**src/rtl/seq_detect_ctrl_pkg.sv**
```systemverilog
// rtl/seq_detect_ctrl_pkg.sv - shared encodings, defaults and detector next-state helper
package seq_detect_ctrl_pkg;

  localparam int WORD_W_DEF = 8;
  localparam int CNT_W_DEF  = 4;
  localparam int TOT_W_DEF  = 16;

  typedef enum logic [1:0] {
    IDLE,
    SHIFT,
    DRAIN,
    DONE
  } ctrl_state_e;

  typedef enum logic [2:0] {
    S0,
    S1,
    S2,
    S3,
    S4
  } det_state_e;

  function automatic det_state_e det_next(input det_state_e s, input logic b);
    det_state_e n;
    case (s)
      S0:      n = b ? S1 : S0;
      S1:      n = b ? S1 : S2;
      S2:      n = b ? S1 : S3;
      S3:      n = b ? S4 : S0;
      S4:      n = b ? S1 : S2;
      default: n = S0;
    endcase
    return n;
  endfunction

endpackage

```
**src/rtl/seq_detect_ctrl_if.sv**
```systemverilog
// rtl/seq_detect_ctrl_if.sv - word handshake bundle between producer and controller
interface seq_detect_ctrl_if #(
  parameter int WORD_W = seq_detect_ctrl_pkg::WORD_W_DEF
) ();

  logic              in_valid;
  logic              in_ready;
  logic [WORD_W-1:0] in_data;
  logic              keep_hist;

  modport master (
    output in_valid,
    output in_data,
    output keep_hist,
    input  in_ready
  );

  modport slave (
    input  in_valid,
    input  in_data,
    input  keep_hist,
    output in_ready
  );

endinterface

```
**src/rtl/pattern_1001_det.sv**
```systemverilog
// rtl/pattern_1001_det.sv - Moore detector for serial 1001 with overlap
module pattern_1001_det
  import seq_detect_ctrl_pkg::*;
(
  input  logic Clk,
  input  logic reset,
  input  logic clr,
  input  logic en,
  input  logic I,
  output logic F
);

  det_state_e state_q, state_d;

  always_comb begin
    state_d = state_q;
    if (clr) begin
      state_d = S0;
    end else if (en) begin
      state_d = det_next(state_q, I);
    end
  end

  always_ff @(posedge Clk) begin
    if (reset) begin
      state_q <= S0;
    end else begin
      state_q <= state_d;
    end
  end

  assign F = (state_q == S4);

endmodule

```
**src/rtl/seq_detect_ctrl.sv**
```systemverilog
// rtl/seq_detect_ctrl.sv - serialises words MSB-first into the 1001 detector and counts hits
module seq_detect_ctrl
  import seq_detect_ctrl_pkg::*;
#(
  parameter int WORD_W = WORD_W_DEF,
  parameter int CNT_W  = CNT_W_DEF,
  parameter int TOT_W  = TOT_W_DEF
) (
  input  logic             Clk,
  input  logic             reset,
  seq_detect_ctrl_if.slave in_if,
  output logic             busy,
  output logic             match_pulse,
  output logic             done,
  output logic [CNT_W-1:0] match_count,
  output logic [TOT_W-1:0] total_matches
);

  localparam int              BC_W    = $clog2(WORD_W);
  localparam logic [BC_W-1:0] BC_LAST = BC_W'(WORD_W - 1);

  ctrl_state_e       state_q, state_d;
  logic [WORD_W-1:0] sh_q, sh_d;
  logic [BC_W-1:0]   bc_q, bc_d;
  logic [CNT_W-1:0]  cnt_q, cnt_d;
  logic [TOT_W-1:0]  tot_q, tot_d;
  logic              in_ready_c;
  logic              det_clr, det_en, det_f, sample;

  pattern_1001_det u_det (
    .Clk   (Clk),
    .reset (reset),
    .clr   (det_clr),
    .en    (det_en),
    .I     (sh_q[WORD_W-1]),
    .F     (det_f)
  );

  always_comb begin
    state_d    = state_q;
    sh_d       = sh_q;
    bc_d       = bc_q;
    cnt_d      = cnt_q;
    tot_d      = tot_q;
    in_ready_c = 1'b0;
    det_clr    = 1'b0;
    det_en     = 1'b0;
    sample     = 1'b0;

    case (state_q)
      IDLE: begin
        in_ready_c = !reset;
        if (in_if.in_valid && !reset) begin
          sh_d    = in_if.in_data;
          bc_d    = '0;
          cnt_d   = '0;
          det_clr = !in_if.keep_hist;
          state_d = SHIFT;
        end
      end
      SHIFT: begin
        det_en = 1'b1;
        // In the first shift cycle F still shows the previous word's last state, already counted
        sample = (bc_q != '0);
        sh_d   = sh_q << 1;
        bc_d   = bc_q + BC_W'(1);
        if (bc_q == BC_LAST) begin
          state_d = DRAIN;
        end
      end
      DRAIN: begin
        sample  = 1'b1;
        state_d = DONE;
      end
      DONE: begin
        state_d = IDLE;
      end
      default: begin
        state_d = IDLE;
      end
    endcase

    match_pulse = sample && det_f;
    if (match_pulse) begin
      if (cnt_q != '1) cnt_d = cnt_q + CNT_W'(1);
      if (tot_q != '1) tot_d = tot_q + TOT_W'(1);
    end
  end

  always_ff @(posedge Clk) begin
    if (reset) begin
      state_q <= IDLE;
      sh_q    <= '0;
      bc_q    <= '0;
      cnt_q   <= '0;
      tot_q   <= '0;
    end else begin
      state_q <= state_d;
      sh_q    <= sh_d;
      bc_q    <= bc_d;
      cnt_q   <= cnt_d;
      tot_q   <= tot_d;
    end
  end

  assign in_if.in_ready = in_ready_c;
  assign busy           = (state_q == SHIFT) || (state_q == DRAIN);
  assign done           = (state_q == DONE);
  assign match_count    = cnt_q;
  assign total_matches  = tot_q;

endmodule

```
**src/flat_wrapper.sv**
```systemverilog
// flat-port wrapper written by rule: the top's interface ports become plain ports
module seq_detect_ctrl_flat import seq_detect_ctrl_pkg::*;
#(
  parameter int WORD_W = WORD_W_DEF,
  parameter int CNT_W  = CNT_W_DEF,
  parameter int TOT_W  = TOT_W_DEF
)
  (Clk, reset, busy, match_pulse, done, match_count, total_matches, in_if_in_valid, in_if_in_data, in_if_keep_hist, in_if_in_ready);
  seq_detect_ctrl_if #(.WORD_W(WORD_W)) in_if_i ();
  input  logic Clk;
  input  logic reset;
  output logic busy;
  output logic match_pulse;
  output logic done;
  output logic [CNT_W-1:0] match_count;
  output logic [TOT_W-1:0] total_matches;
  input wire logic [$bits(in_if_i.in_valid)-1:0] in_if_in_valid;
  input wire logic [$bits(in_if_i.in_data)-1:0] in_if_in_data;
  input wire logic [$bits(in_if_i.keep_hist)-1:0] in_if_keep_hist;
  output wire logic [$bits(in_if_i.in_ready)-1:0] in_if_in_ready;
  assign in_if_i.in_valid = in_if_in_valid;
  assign in_if_i.in_data = in_if_in_data;
  assign in_if_i.keep_hist = in_if_keep_hist;
  assign in_if_in_ready = in_if_i.in_ready;
  seq_detect_ctrl #(.WORD_W(WORD_W), .CNT_W(CNT_W), .TOT_W(TOT_W)) u_core (.Clk(Clk), .reset(reset), .in_if(in_if_i), .busy(busy), .match_pulse(match_pulse), .done(done), .match_count(match_count), .total_matches(total_matches));
endmodule
```
**config.mk**
```make
export PLATFORM = sky130hd
export DESIGN_NAME = seq_detect_ctrl_flat
export DESIGN_NICKNAME = d
export VERILOG_FILES = /design/src/rtl/seq_detect_ctrl_pkg.sv /design/src/rtl/seq_detect_ctrl_if.sv /design/src/rtl/pattern_1001_det.sv /design/src/rtl/seq_detect_ctrl.sv /design/src/flat_wrapper.sv
export SDC_FILE = /design/constraint.sdc
export NUM_CORES = 1
export LEC_CHECK = 0
export CORE_UTILIZATION = 35
export DETAILED_ROUTE_END_ITERATION = 10
export SETUP_SLACK_MARGIN = 0.3
export SYNTH_ARGS = -nofsm -noshare
export SYNTH_HDL_FRONTEND = slang
export SYNTH_SLANG_ARGS = --single-unit
```
**constraint.sdc**
```tcl
create_clock -name Clk -period 2 [get_ports Clk]
set_input_delay 0.4 -clock Clk [delete_from_list [all_inputs] [get_ports Clk]]
set_output_delay 0.4 -clock Clk [all_outputs]
set_load 0.01 [all_outputs]
```
==> out/qor.tcl <==
set qor(layout.area.seq_sq_um) 739
set qor(antenna_cells) 0
set qor(grt_antenna_before_repair) 0
set qor(worst_slew_margin_rel) 0.736
set qor(design.core.area_sq_um) 5170
set qor(sort_of_element_at_the_end_of_the_critical_path) {flip-flop}
set qor(worst_slew_pin_slew_ps) 397
set qor(place.gp.congestion) 0.718
set qor(final_number_of_setup_violating_endpoints) 0
set qor(clk_pin_slew_worst_paths_ps) 70
set qor(drcViolationCount) 0
set qor(areaGrowthSynthToFinish_pct) 48.7
set qor(worst_hold_margin_ps) 494
set qor(vias) 1839
set qor(cts_buffer_depth) 2
set qor(synthesis.instances) 222
set qor(startpoint_type) {flip-flop}
set qor(number_of_nets_in_the_layout) 311
set qor(die_y_um) 75.6
set qor(gr-usage-all-layers) 0.173
set qor(synth.avg_cell_area_sq_um) 8.53
set qor(worstPathArrival_ps) 2110
set qor(detailed_routing_iteration_count_for_the_pre_antenna_repair_pass) 4
set qor(yosys.cell_count.top_type) {sky130_fd_sc_hd__dfxtp_1}
set qor(multiInputGateArea_sq_um) 1200
set qor(p_per_area_nw_per_um2) 839
set qor(grt.overflow.total) 0
set qor(initial_core_util) 0.366
set qor(dieWidth_um) 75.6
set qor(drtAntennaViolNets) 0
set qor(ctsRootBufferMaster) {sky130_fd_sc_hd__clkbuf_8}
set qor(wl_per_cell_um) 13.1
set qor(cts_max_level) 2
set qor(number_of_pins_with_negative_max_slew_slack_in_the_final_report) 0
set qor(final_clock_period_utilization_by_the_worst_path) 0.947
set qor(yosysSeqAreaShare) 0.380
set qor(grt_first_pass_wirelength_mm) 7.53
set qor(yosysUniqueCellTypes) 45
set qor(tritoncts) {built}
set qor(ys.flop_type) {sky130_fd_sc_hd__dfxtp_1}
set qor(io_buffer_count) 35
set qor(finalCriticalPeriod_ps) 1890
set qor(wl_mm) 4.70
set qor(synth_area_leader_cell) {sky130_fd_sc_hd__dfxtp_1}
set qor(synth.top_cell.area_share) 0.380
set qor(synth.yosys.warnings) 0
set qor(setup-tns-final_ps) 0
set qor(synth_enable_flop_cells) 0
set qor(grt_max_degree) 36
set qor(ys_async_sr_fraction) 0
set qor(synth.top_cells.by_count) {sky130_fd_sc_hd__dfxtp_1, sky130_fd_sc_hd__nor2_1, sky130_fd_sc_hd__a21oi_1}
set qor(fmaxAchievable_ghz) 0.528
set qor(tritoncts_num_sinks) 36
set qor(fp.dieArea_sq_um) 5710
set qor(holdCritPathClass) {reg -> reg}
set qor(run_status) {completed}
set qor(standard_cell_row_count) 26
set qor(total_power_w) 0.00236
set qor(crit_fanout) 7
set qor(io_pins) 36
set qor(drc_violation_total_after_the_first_tritonroute_iteration) 87
set qor(hpwl_mm) 3.08
set qor(nets_in_the_synthesized_netlist) 244
set qor(avgViaCountPerCell) 5.12
set qor(cts_hold_repair.buffers) 0
set qor(vias_in_the_first_global_route) 1631
set qor(final_layout_size_suffix_gt1_frac) 0.280
set qor(clkLatencyLatePin_ps) 290
set qor(cap_violations) 0
set qor(critPathKind) {reg -> reg}
set qor(cp.required_ps) 2220
set qor(timing.clock.skew_ps) 7.00
set qor(grt_setup_unrepaired) {true}
set qor(syn_area_sq_um) 1890
set qor(leak_nw) 1.13
set qor(synth.area.top_cells) {sky130_fd_sc_hd__dfxtp_1, sky130_fd_sc_hd__ha_1, sky130_fd_sc_hd__a21oi_1}
set qor(num_cts_buffers) 5
set qor(power.ir.vdd_worst_mv) 0.419
set qor(total_of_fill_cells_in_the_finished_design) 481
set qor(hold_violations) 0
set qor(ys_ff_latch) 36
cell type report:
type,count,share of cell area
Clock buffer,7,0.0342
Sequential cell,36,0.263
Inverter,11,0.0173
Tap cell,70,0.0311
Multi-Input combinational cell,166,0.428
Timing Repair Buffer,69,0.227
worst max-delay path, stage by stage (launching register included):
cell	delay [ps]
sky130_fd_sc_hd__dfxtp_4	380
sky130_fd_sc_hd__inv_4	40
sky130_fd_sc_hd__ha_4	270
sky130_fd_sc_hd__nand3_4	60
sky130_fd_sc_hd__buf_6	130
sky130_fd_sc_hd__or3_4	400
sky130_fd_sc_hd__or4_1	420
sky130_fd_sc_hd__a21oi_1	130
path summary, 6_finish.rpt:
check | start | endpoint | slack [ps] | depth (start not counted)
max | u_core.state_q[0] | u_core.total_matches[6] | 110 | 7
min reg2reg | u_core.total_matches[11] | u_core.total_matches[11] | 490 | 2
max reg2reg | u_core.state_q[0] | u_core.total_matches[6] | 110 | 7
min | u_core.total_matches[11] | u_core.total_matches[11] | 490 | 2
cells by family after synthesis:
family | Yosys count | synth area share
adder cells (fa/ha/maj) | 10 | 0.0661
AND/OR/NAND/NOR | 84 | 0.242
XOR/XNOR | 2 | 0.00925
buffers and inverters | 21 | 0.0509
multiplexers | 11 | 0.0594
flip-flops | 36 | 0.380
AO/OA/AOI/OAI | 58 | 0.192
report_power, final:
group | total, W | internal (W) | switching, W
clock | 0.000561 | 0.000307 | 0.000254
combinational | 0.000934 | 0.000491 | 0.000444
sequential | 0.000867 | 0.000806 | 0.0000608
placed cells by master (no fill, tap or decap), types with 2 or more instances in the layout:
cell type / synthesis / routed
sky130_fd_sc_hd__xnor2_1: 2 / 2
sky130_fd_sc_hd__or4_1: 2 / 2
sky130_fd_sc_hd__dfxtp_1: 36 / 23
sky130_fd_sc_hd__and3_1: 4 / 4
sky130_fd_sc_hd__nor4_1: 3 / 2
sky130_fd_sc_hd__nor2b_1: 3 / 2
sky130_fd_sc_hd__or3_1: 6 / 6
sky130_fd_sc_hd__nand2b_1: 4 / 4
sky130_fd_sc_hd__nand4_1: 5 / 5
sky130_fd_sc_hd__buf_2: 2 / 2
sky130_fd_sc_hd__a32oi_1: 2 / 2
sky130_fd_sc_hd__mux2_4: 0 / 2
sky130_fd_sc_hd__ha_1: 10 / 8
sky130_fd_sc_hd__ha_4: 0 / 2
sky130_fd_sc_hd__inv_4: 0 / 3
sky130_fd_sc_hd__clkdlybuf4s50_1: 0 / 26
sky130_fd_sc_hd__or3_4: 1 / 2
sky130_fd_sc_hd__o31ai_1: 2 / 2
sky130_fd_sc_hd__nor4_4: 0 / 2
sky130_fd_sc_hd__a211oi_1: 10 / 10
sky130_fd_sc_hd__and2b_2: 2 / 2
sky130_fd_sc_hd__nand3_1: 10 / 10
sky130_fd_sc_hd__dfxtp_2: 0 / 12
sky130_fd_sc_hd__mux2i_1: 9 / 9
sky130_fd_sc_hd__clkbuf_8: 0 / 7
sky130_fd_sc_hd__o21ai_1: 1 / 5
sky130_fd_sc_hd__buf_6: 2 / 5
sky130_fd_sc_hd__nor2_1: 24 / 23
sky130_fd_sc_hd__nand2_1: 12 / 12
sky130_fd_sc_hd__o21ai_0: 13 / 7
sky130_fd_sc_hd__dlymetal6s2s_1: 0 / 5
sky130_fd_sc_hd__inv_1: 11 / 8
sky130_fd_sc_hd__o21ai_2: 0 / 2
sky130_fd_sc_hd__buf_4: 0 / 28
sky130_fd_sc_hd__a21oi_1: 20 / 19
state kept, by name (all words and copies together), names as in the netlist:
register              flops
u_core.state_q            2
u_core.match_count        4
u_core.bc_q               3
u_core.total_matches     16
u_core.u_det.state_q      3
u_core.sh_q               8
what timing repair did:
action	4_1_cts	5_1_grt
pin swaps	8	12
gates resized for setup	29	28
setup endpoints to repair	30	44
buffers inserted	7	9
cloned	1	1
through the flow:
step / cell area [sq um] / setup WS [ps] / cells / utilization
after detailed placement: 2460 / 12.4 / 334 / 0.476
after CTS: 2650 / 98.1 / 349 / 0.513
after global placement: 2460 / 29.3 / 334 / 0.476
final: 2820 / 105 / 359 / 0.545
after floorplan: 1960 / 190 / 222 / -
after global routing: 2820 / 50.6 / 359 / 0.545
metal layers:
| metal | GRT usage | routed length [um] | vias up |
|---|---|---|---|
| met2 | 0.283 | 2230 | 33 |
| met1 | 0.230 | 2330 | 858 |
| li1 | - | - | 944 |
| met3 | 0.0397 | 127 | 4 |
| met5 | 0 | 0 | - |
| met4 | 0.0432 | 21 | 0 |
Power figures use the tool's default switching activity.
